<file path="config.mk">
export PLATFORM = sky130hd
export DESIGN_NAME = sub_result_display_flat
export DESIGN_NICKNAME = d
export VERILOG_FILES = /design/src/rtl/sub_result_display_if.sv /design/src/rtl/sub_result_display.sv /design/src/flat_wrapper.sv
export SDC_FILE = /design/constraint.sdc
export NUM_CORES = 1
export LEC_CHECK = 0
export ABC_AREA = 1
export CORE_MARGIN = 4
export CORE_UTILIZATION = 51
export DETAILED_ROUTE_END_ITERATION = 16
export GPL_TIMING_DRIVEN = 0
export PLACE_DENSITY = 0.77
export SLEW_MARGIN = 10
export SYNTH_ARGS = -nofsm -noshare
export SYNTH_HDL_FRONTEND = slang
export SYNTH_SLANG_ARGS = --single-unit
</file>
<file path="constraint.sdc">
create_clock -name clk -period 1.92 [get_ports clk]
set_clock_uncertainty 0.1 [all_clocks]
set_input_delay 0.288 -clock clk [delete_from_list [all_inputs] [get_ports clk]]
set_output_delay 0.288 -clock clk [all_outputs]
set_load 0.02 [all_outputs]
</file>
<file path="src/rtl/sub_result_display_if.sv">
// Capture-side inputs and display-side outputs of the subtractor result display.
interface sub_result_display_if;
    logic       load;
    logic [3:0] a;
    logic [3:0] b;
    logic [7:0] diff;
    logic       neg;
    logic [6:0] seg;
    logic       dp;
    logic [3:0] an;
    logic       frame_tick;

    modport master (output load, a, b, diff, neg,
                    input  seg, dp, an, frame_tick);
    modport slave  (input  load, a, b, diff, neg,
                    output seg, dp, an, frame_tick);
endinterface

</file>
<file path="src/rtl/sub_result_display.sv">
// Captures A, B and the subtractor result on a button edge and scans them
// onto a 4-digit common-anode seven-segment display with blanking gaps.
module sub_result_display #(
    parameter int DIGIT_CYCLES = 100000,
    parameter int BLANK_CYCLES = 16
) (
    input logic               clk,
    input logic               rst_n,
    sub_result_display_if.slave bus
);
    localparam int MAXC = (DIGIT_CYCLES > BLANK_CYCLES) ? DIGIT_CYCLES : BLANK_CYCLES;
    localparam int CW   = (MAXC > 1) ? $clog2(MAXC) : 1;

    typedef enum logic {BLANK, DRIVE} state_t;

    state_t          state, state_n;
    logic [CW-1:0]   cnt, cnt_n;
    logic [1:0]      idx, idx_n;

    logic            sync1, sync2, prev, cap;
    logic [3:0]      cap_a, cap_b;
    logic [7:0]      cap_mag, mag_in;
    logic            cap_neg;

    logic [3:0]      nib;
    logic            nib_dp;
    logic [6:0]      seg_q, seg_n;
    logic [3:0]      an_q, an_n;
    logic            dp_q, dp_n, tick_q, tick_n;

    function automatic logic [6:0] decode(input logic [3:0] v);
        case (v)
            4'h0: decode = 7'b1000000;
            4'h1: decode = 7'b1111001;
            4'h2: decode = 7'b0100100;
            4'h3: decode = 7'b0110000;
            4'h4: decode = 7'b0011001;
            4'h5: decode = 7'b0010010;
            4'h6: decode = 7'b0000010;
            4'h7: decode = 7'b1111000;
            4'h8: decode = 7'b0000000;
            4'h9: decode = 7'b0010000;
            4'hA: decode = 7'b0001000;
            4'hB: decode = 7'b0000011;
            4'hC: decode = 7'b1000110;
            4'hD: decode = 7'b0100001;
            4'hE: decode = 7'b0000110;
            default: decode = 7'b0001110;
        endcase
    endfunction

    // The button is asynchronous: two flops of synchronisation, then edge detect.
    always_ff @(posedge clk or negedge rst_n) begin
        if (!rst_n) begin
            sync1 <= 1'b0;
            sync2 <= 1'b0;
            prev  <= 1'b0;
        end else begin
            sync1 <= bus.load;
            sync2 <= sync1;
            prev  <= sync2;
        end
    end

    assign cap    = sync2 & ~prev;
    assign mag_in = bus.neg ? (~bus.diff + 8'd1) : bus.diff;

    always_ff @(posedge clk or negedge rst_n) begin
        if (!rst_n) begin
            cap_a   <= '0;
            cap_b   <= '0;
            cap_mag <= '0;
            cap_neg <= 1'b0;
        end else if (cap) begin
            cap_a   <= bus.a;
            cap_b   <= bus.b;
            cap_mag <= mag_in;
            cap_neg <= bus.neg;
        end
    end

    always_comb begin
        nib    = cap_a;
        nib_dp = 1'b1;
        case (idx)
            2'd0: nib = cap_mag[3:0];
            2'd1: begin
                nib    = cap_mag[7:4];
                nib_dp = ~cap_neg;
            end
            2'd2: nib = cap_b;
            default: nib = cap_a;
        endcase
    end

    // Display content is latched only when a DRIVE phase starts, so a capture
    // never changes a digit that is already lit.
    always_comb begin
        state_n = state;
        cnt_n   = cnt + 1'b1;
        idx_n   = idx;
        an_n    = an_q;
        seg_n   = seg_q;
        dp_n    = dp_q;
        tick_n  = 1'b0;
        case (state)
            BLANK: begin
                if (cnt == CW'(BLANK_CYCLES - 1)) begin
                    cnt_n   = '0;
                    state_n = DRIVE;
                    an_n    = ~(4'b0001 << idx);
                    seg_n   = decode(nib);
                    dp_n    = nib_dp;
                end
            end
            default: begin
                if (cnt == CW'(DIGIT_CYCLES - 1)) begin
                    cnt_n   = '0;
                    state_n = BLANK;
                    idx_n   = idx + 2'd1;
                    an_n    = '1;
                    seg_n   = '1;
                    dp_n    = 1'b1;
                    tick_n  = (idx == 2'd3);
                end
            end
        endcase
    end

    always_ff @(posedge clk or negedge rst_n) begin
        if (!rst_n) begin
            state  <= BLANK;
            cnt    <= '0;
            idx    <= '0;
            an_q   <= '1;
            seg_q  <= '1;
            dp_q   <= 1'b1;
            tick_q <= 1'b0;
        end else begin
            state  <= state_n;
            cnt    <= cnt_n;
            idx    <= idx_n;
            an_q   <= an_n;
            seg_q  <= seg_n;
            dp_q   <= dp_n;
            tick_q <= tick_n;
        end
    end

    assign bus.seg        = seg_q;
    assign bus.dp         = dp_q;
    assign bus.an         = an_q;
    assign bus.frame_tick = tick_q;
endmodule

</file>
<file path="src/flat_wrapper.sv">
// flat-port wrapper written by rule: the top's interface ports become plain ports
module sub_result_display_flat 
#(
    parameter int DIGIT_CYCLES = 100000,
    parameter int BLANK_CYCLES = 16
)
  (clk, rst_n, bus_load, bus_a, bus_b, bus_diff, bus_neg, bus_seg, bus_dp, bus_an, bus_frame_tick);
  sub_result_display_if bus_i ();
  input logic clk;
  input logic rst_n;
  input wire logic [$bits(bus_i.load)-1:0] bus_load;
  input wire logic [$bits(bus_i.a)-1:0] bus_a;
  input wire logic [$bits(bus_i.b)-1:0] bus_b;
  input wire logic [$bits(bus_i.diff)-1:0] bus_diff;
  input wire logic [$bits(bus_i.neg)-1:0] bus_neg;
  output wire logic [$bits(bus_i.seg)-1:0] bus_seg;
  output wire logic [$bits(bus_i.dp)-1:0] bus_dp;
  output wire logic [$bits(bus_i.an)-1:0] bus_an;
  output wire logic [$bits(bus_i.frame_tick)-1:0] bus_frame_tick;
  assign bus_i.load = bus_load;
  assign bus_i.a = bus_a;
  assign bus_i.b = bus_b;
  assign bus_i.diff = bus_diff;
  assign bus_i.neg = bus_neg;
  assign bus_seg = bus_i.seg;
  assign bus_dp = bus_i.dp;
  assign bus_an = bus_i.an;
  assign bus_frame_tick = bus_i.frame_tick;
  sub_result_display #(.DIGIT_CYCLES(DIGIT_CYCLES), .BLANK_CYCLES(BLANK_CYCLES)) u_core (.clk(clk), .rst_n(rst_n), .bus(bus_i));
endmodule
</file>
# Word-level counts from Yosys, hierarchy flattened

Memory sizes are Yosys's and may differ from the RTL's.
Cells that the tools add are included.

Add/subtract/negate cells: 3
Equality and inequality tests: 6
Shift-type cells: 1
Muxes and demuxes: 20
Bitwise operators: 5
Reductions and logical operators: 4

Operator list:

| operator                                             | count |
|---|---|
| 2-to-1 mux 17 bit                                    | 3 |
| 2-to-1 mux 7 bit                                     | 3 |
| adder 17 x 1 -> 17 bit, second input constant        | 1 |
| equality test 17 bit, second input constant          | 1 |
| equality test 17 x 4 -> 1 bit, second input constant | 1 |
| 2-to-1 mux 4 bit                                     | 3 |
| one-hot mux 4 bit (3 select lines)                   | 1 |
| 2-to-1 mux 1 bit                                     | 9 |
| adder 8 x 1 -> 8 bit, second input constant          | 1 |
| 2-to-1 mux 8 bit                                     | 1 |
| inverter 8 bit                                       | 1 |
| equality test 2 bit, second input constant           | 2 |
| inverter 4 bit                                       | 1 |
| AND reduction 2 bit                                  | 2 |
| left shift 1 x 2 -> 4 bit, first input constant      | 1 |
| adder 2 x 1 -> 2 bit, second input constant          | 1 |
| equality test 2 x 1 -> 1 bit, second input constant  | 1 |
| zero test 2 bit                                      | 1 |
| != test 2 bit, second input constant                 | 1 |
| inverter 1 bit                                       | 2 |
| nonzero test 2 bit                                   | 1 |
| AND 1 bit                                            | 1 |

Flip-flop bits (word level): 53
Memory bits (read-only): 112
Input bits: 20
Output and inout port bits: 13
Word-level logic and storage cells: 54
Memories kept: 1

Memories:

| name             | depth | width | read ports | clocked after Yosys merged registers in | wr ports | line                     | text |
|---|---|---|---|---|---|---|---|
| (name not given) | 16    | 7     | 1          | 0                                       | 0        | sub_result_display.sv:32 | `case (v)` |

# Logic depth before layout (Yosys ltp)

An unclocked memory read counts as a cell.

Depth in word-level cells: 5
Gate-level depth with buffers: 13

# Worst setup path after synthesis

Ideal clock, no wire load.

Kind: reg2reg
Start point: reg u_core.idx[0]
End point: reg u_core.seg_q[3], in the netlist u_core.bus.seg[3]
Arrival: 1.915 ns
Required time: 1.745 ns
Path slack: -0.170 ns
Cell stages (with the launch flop): 12
Clock period less this slack: 2.090 ns
Cell sequence: dfrtp_1 -> inv_1 -> ha_1 -> nand2_1 -> nand2_1 -> o21ai_0 -> inv_1 -> ha_1 -> nand3_1 -> a21oi_1 -> nor2_1 -> nor2_1

Cells in the longest elaborated chain, start to end: 5
Elaborated cells between the ends (all ways): 7
Classes of those cells: eq/ne (2); mux (3); reduce/logical (1); memory (1)

Ends and longest elaborated chain:

| item                                        | line                      | text |
|---|---|---|
| start: declaration                          | sub_result_display.sv:18  | `logic [1:0] idx, idx_n;` |
| start signal: assignment                    | sub_result_display.sv:142 | `idx <= idx_n;` |
| equality test 2 bit (tied with other cells) | sub_result_display.sv:85  | `case (idx)` |
| one-hot mux 4 bit (3 select lines) *        | sub_result_display.sv:85  |  |
| memory read (16 x 7 bit) *                  | -                         |  |
| 2-to-1 mux 7 bit *                          | sub_result_display.sv:108 | `if (cnt == CW'(BLANK_CYCLES - 1)) begin` |
| 2-to-1 mux 7 bit *                          | sub_result_display.sv:106 | `case (state)` |
| end signal: assignment                      | sub_result_display.sv:144 | `seg_q <= seg_n;` |
| end: declaration                            | sub_result_display.sv:27  | `logic [6:0] seg_q, seg_n;` |

Every way passes the cells marked *; elsewhere a longest branch is shown, timed or not. The select of a mux whose other input is x is not followed.
A chain may end at the register's enable or synchronous reset.

# Final worst setup path

Start point: reg u_core.idx[0]
End point: reg u_core.seg_q[2], in the netlist u_core.bus.seg[2]

Same word-level chain as after synthesis.

==> results.sh <==
export IMPL_rsz0062_at_grt="true"
export IMPL_floorplan_io_pins=33
export IMPL_tns_ns=-0.571
export IMPL_outcome="complete, but fails checks"
export IMPL_grt_start_max_net_pins=30
export IMPL_post_detailed_route_count_of_antenna_violating_nets=0
export IMPL_timing_hold_worst_class="reg -> reg"
export IMPL_clockBufferDepth=2
export IMPL_cellInternalPower_mw=1.76
export IMPL_power_share_clock_pct=24.4
export IMPL_clk_latency_ns=0.30
export IMPL_critical_path_peak_fanout=5
export IMPL_drt_iter0_markers=271
export IMPL_yosys_area_top_type_share_pct=33.8
export IMPL_clock_tree_root_cell="clkbuf_8"
export IMPL_setup_slack_ns=-0.115
export IMPL_number_of_iterations_in_the_first_detailed_routing_pass=5
export IMPL_final_max_slew_violation_count=0
export IMPL_start_util_pct=53.7
export IMPL_synth_area_top_cells="dfrtp_1 34%, nand2_1 12%, dfstp_2 10%, inv_1 6.2%, nor2_1 5.7%"
export IMPL_whs_ns=0.255
export IMPL_start_kind="register"
export IMPL_p_leak_nw=1.77
export IMPL_clkTransAtPathRegs_ns=0.09
export IMPL_crit_path_top_delay_cell="dfrtp_2"
export IMPL_clkSinkCount=53
export IMPL_critPathCaptureType="register"
export IMPL_area_delta_synth_final_pct=27.8
export IMPL_drt_wl_total_mm=7.22
export IMPL_route_detailed_vias_per_inst=5.29
export IMPL_synth_enable_flop_cells=0
export IMPL_finalWorstPathRequiredPeriod_ns=2.04
export IMPL_cts_tree="done"
export IMPL_critical_path_required_ns=2.07
export IMPL_synth_async_reset_ratio_pct=100
export IMPL_cts_buffers_inserted=5
export IMPL_core_area_mm2=0.00564
export IMPL_worst_path_buf_inv=4
export IMPL_avgRoutedWirePerCell_um=14.0
export IMPL_synthCells=390
export IMPL_yosys_most_used_dff="dfrtp_1"
export IMPL_net_load_switching_power_uw=743
export IMPL_grt_pass1_vias=2620
export IMPL_relSlewSlack_pct=60.1
export IMPL_design_power_total_mw=2.50
export IMPL_post_synth_cell_area_avg_um2=7.77
export IMPL_port_buffers=32
export IMPL_fmax_mhz=491
export IMPL_synth_net_count=423
export IMPL_synth_seq_area_share_pct=44.2
export IMPL_ir_drop_worst_case_vdd_uv=396
export IMPL_report_final_hold_viol_count=0
export IMPL_final_period_utilization_pct=106
export IMPL_timing_setup_critical_path_class="reg -> reg"
export IMPL_ctsHtreeMaxLevel=2
export IMPL_finish_net_count=475
export IMPL_crit_arrival_ns=2.18
export IMPL_hpwlAfterDp_mm=4.81
export IMPL_unique_masters_post_synth=30
export IMPL_violations_in_the_final_reports="setup timing"
export IMPL_combinational_cell_fraction_of_total_power_pct=24.2
export IMPL_grt_first_pass_wirelength_mm=11.7
export IMPL_drt_drc_violations_left=0
export IMPL_num_rows=27
export IMPL_power_density_cell_area_mw_per_mm2=645
export IMPL_globalRouteTotalUtil_pct=19.9
export IMPL_crit_chain="buf_6 > ha_4 > nand2_2 > nand2_2 > o21ai_4 > buf_6 > ha_4 > inv_1 > nand3_1 > nand3_1 > nand2_1 > inv_1"
export IMPL_p_seq_share_pct=51.4
export IMPL_dieWidth_um=85.1
export IMPL_via_count=2723
export IMPL_floorplan_die_area_mm2=0.00724
export IMPL_switching_share_pct=29.7
export IMPL_n_antenna_cell=0
export IMPL_place_gp_congestion=0.875
export IMPL_critPathMaxStageDelay_ns=0.48
export IMPL_ys_warnings_count=0
export IMPL_grt_overflow_total=0
export IMPL_antenna_violations_before_repair=0
export IMPL_cap_violations=0
export IMPL_synth_top_area_cell="dfrtp_1"
export IMPL_ys_ff_latch=53
export IMPL_netlist_area_mm2=0.00303
export IMPL_final_setup_viol_count=7
export IMPL_layout_drive_gt1_share_pct=23.3
export IMPL_chipHeight_um=85.1
export IMPL_timing_worst_slew_pin_value_ns=0.598
export IMPL_timing_critical_path_max_delay_family="flip-flops"
export IMPL_detailedPlace_worstSlack_ns=-0.220
kinds of logic after synthesis:
| logic type | after synthesis | share of synthesized area, % |
|---|---|---|
| xor gates and xnor gates | 16 | 4.62 |
| DFF | 53 | 44.2 |
| buffers and inverters | 64 | 8.46 |
| and+or+nand+nor | 210 | 31.4 |
| AOI/OAI and AO/OA | 34 | 5.90 |
| adders and majority gates | 13 | 5.37 |
final timing paths:
kind / from / to / slack [ns] / depth (start not counted)
min in group asynchronous: rst_n / u_core.cnt[7] / 0.42 / 2
hold / removal: u_core.sync1 / u_core.sync2 / 0.25 / 0
hold reg to reg: u_core.sync1 / u_core.sync2 / 0.25 / 0
setup / recovery: u_core.idx[0] / u_core.bus.seg[2] / -0.12 / 12
setup reg to reg: u_core.idx[0] / u_core.bus.seg[2] / -0.12 / 12
max in group asynchronous: rst_n / u_core.bus.dp / 0.66 / 3
through the flow:
stage	cell area, um2	std cells	utilization (%)
after floorplan	3040	390	-
after global placement	3450	494	61.1
after detailed placement	3460	495	61.3
after CTS	3830	512	67.9
after global routing	3870	515	68.7
final	3870	515	68.7
state kept, by name, summed over array words and instances, names as in the netlist:
signal / cells
u_core.cnt: 17
u_core.cap_mag: 8
u_core.bus.seg: 7
u_core.bus.an: 4
u_core.cap_a: 4
u_core.cap_b: 4
u_core.idx: 2
u_core.bus.dp: 1
u_core.bus.frame_tick: 1
u_core.cap_neg: 1
u_core.prev: 1
u_core.state: 1
u_core.sync1: 1
u_core.sync2: 1
timing repair:
| item | 4_1_cts | 5_1_grt |
|---|---|---|
| endpoints found under the setup margin | 7 | 9 |
| gates resized for setup | 51 | 8 |
| pin swaps | 24 | 12 |
| buffers inserted | 8 | 3 |
| hold buffers | 1 | 0 |
| cloned | 0 | 0 |
| hold endpoints to repair | 14 | 0 |
synth_stat cells, drive strengths merged, types with 5 or more instances:
library cell	count
nor2	57
ha	13
buf	5
nor3	9
xor2	15
dfrtp	41
nand4	5
nand3	33
dfstp	12
a21oi	11
o21ai	21
inv	55
nand2	103
layer usage:
| metal | track usage (%) | share of wire (%) | up-vias |
|---|---|---|---|
| met4 | 8.35 | 2.9 | 0 |
| met5 | 0 | 0 | - |
| met3 | 4.17 | 5.2 | 20 |
| met1 | 23.8 | 42 | 1273 |
| met2 | 34.7 | 50 | 112 |
| li1 | - | - | 1318 |
power by group through the flow:
| stage | clock [mW] | sequential, mW | combinational, mW |
|---|---|---|---|
| 2_1_floorplan | 0 | 1.34 | 0.230 |
| 3_3_place_gp | 0 | 1.30 | 0.451 |
| 3_5_place_dp | 0 | 1.30 | 0.472 |
| 4_1_cts | 0.638 | 1.28 | 0.554 |
| 5_1_grt | 0.689 | 1.30 | 0.658 |
| 6_report | 0.611 | 1.28 | 0.604 |
area by class of cell:
class,instances,area (um2)
fillers,447,1770
multi-input cells,273,1640
flip-flops and latches,53,1340
repair buffers,45,443
inverters,56,215
well taps,72,90.1
clock buffers,5,68.8
plain buffers,8,52.6
clock inverters,3,17.5
placed cells by master, fill, tap and decap left out, types with 4 or more instances in the layout:
master           count
nand2_1             89
inv_1               46
nor2_1              42
dfrtp_1             39
clkdlybuf4s50_1     31
nand3_1             24
o21ai_0             19
xor2_1              15
nand2_2             12
nor2_2              12
dfstp_2             12
nor3_1               8
a21oi_1              8
inv_2                7
ha_4                 7
buf_4                7
nand4_1              5
nand3_2              5
buf_6                5
clkbuf_8             5
buf_2                4
nand3_4              4
ha_1                 4
(Power assumes the default switching activity.)
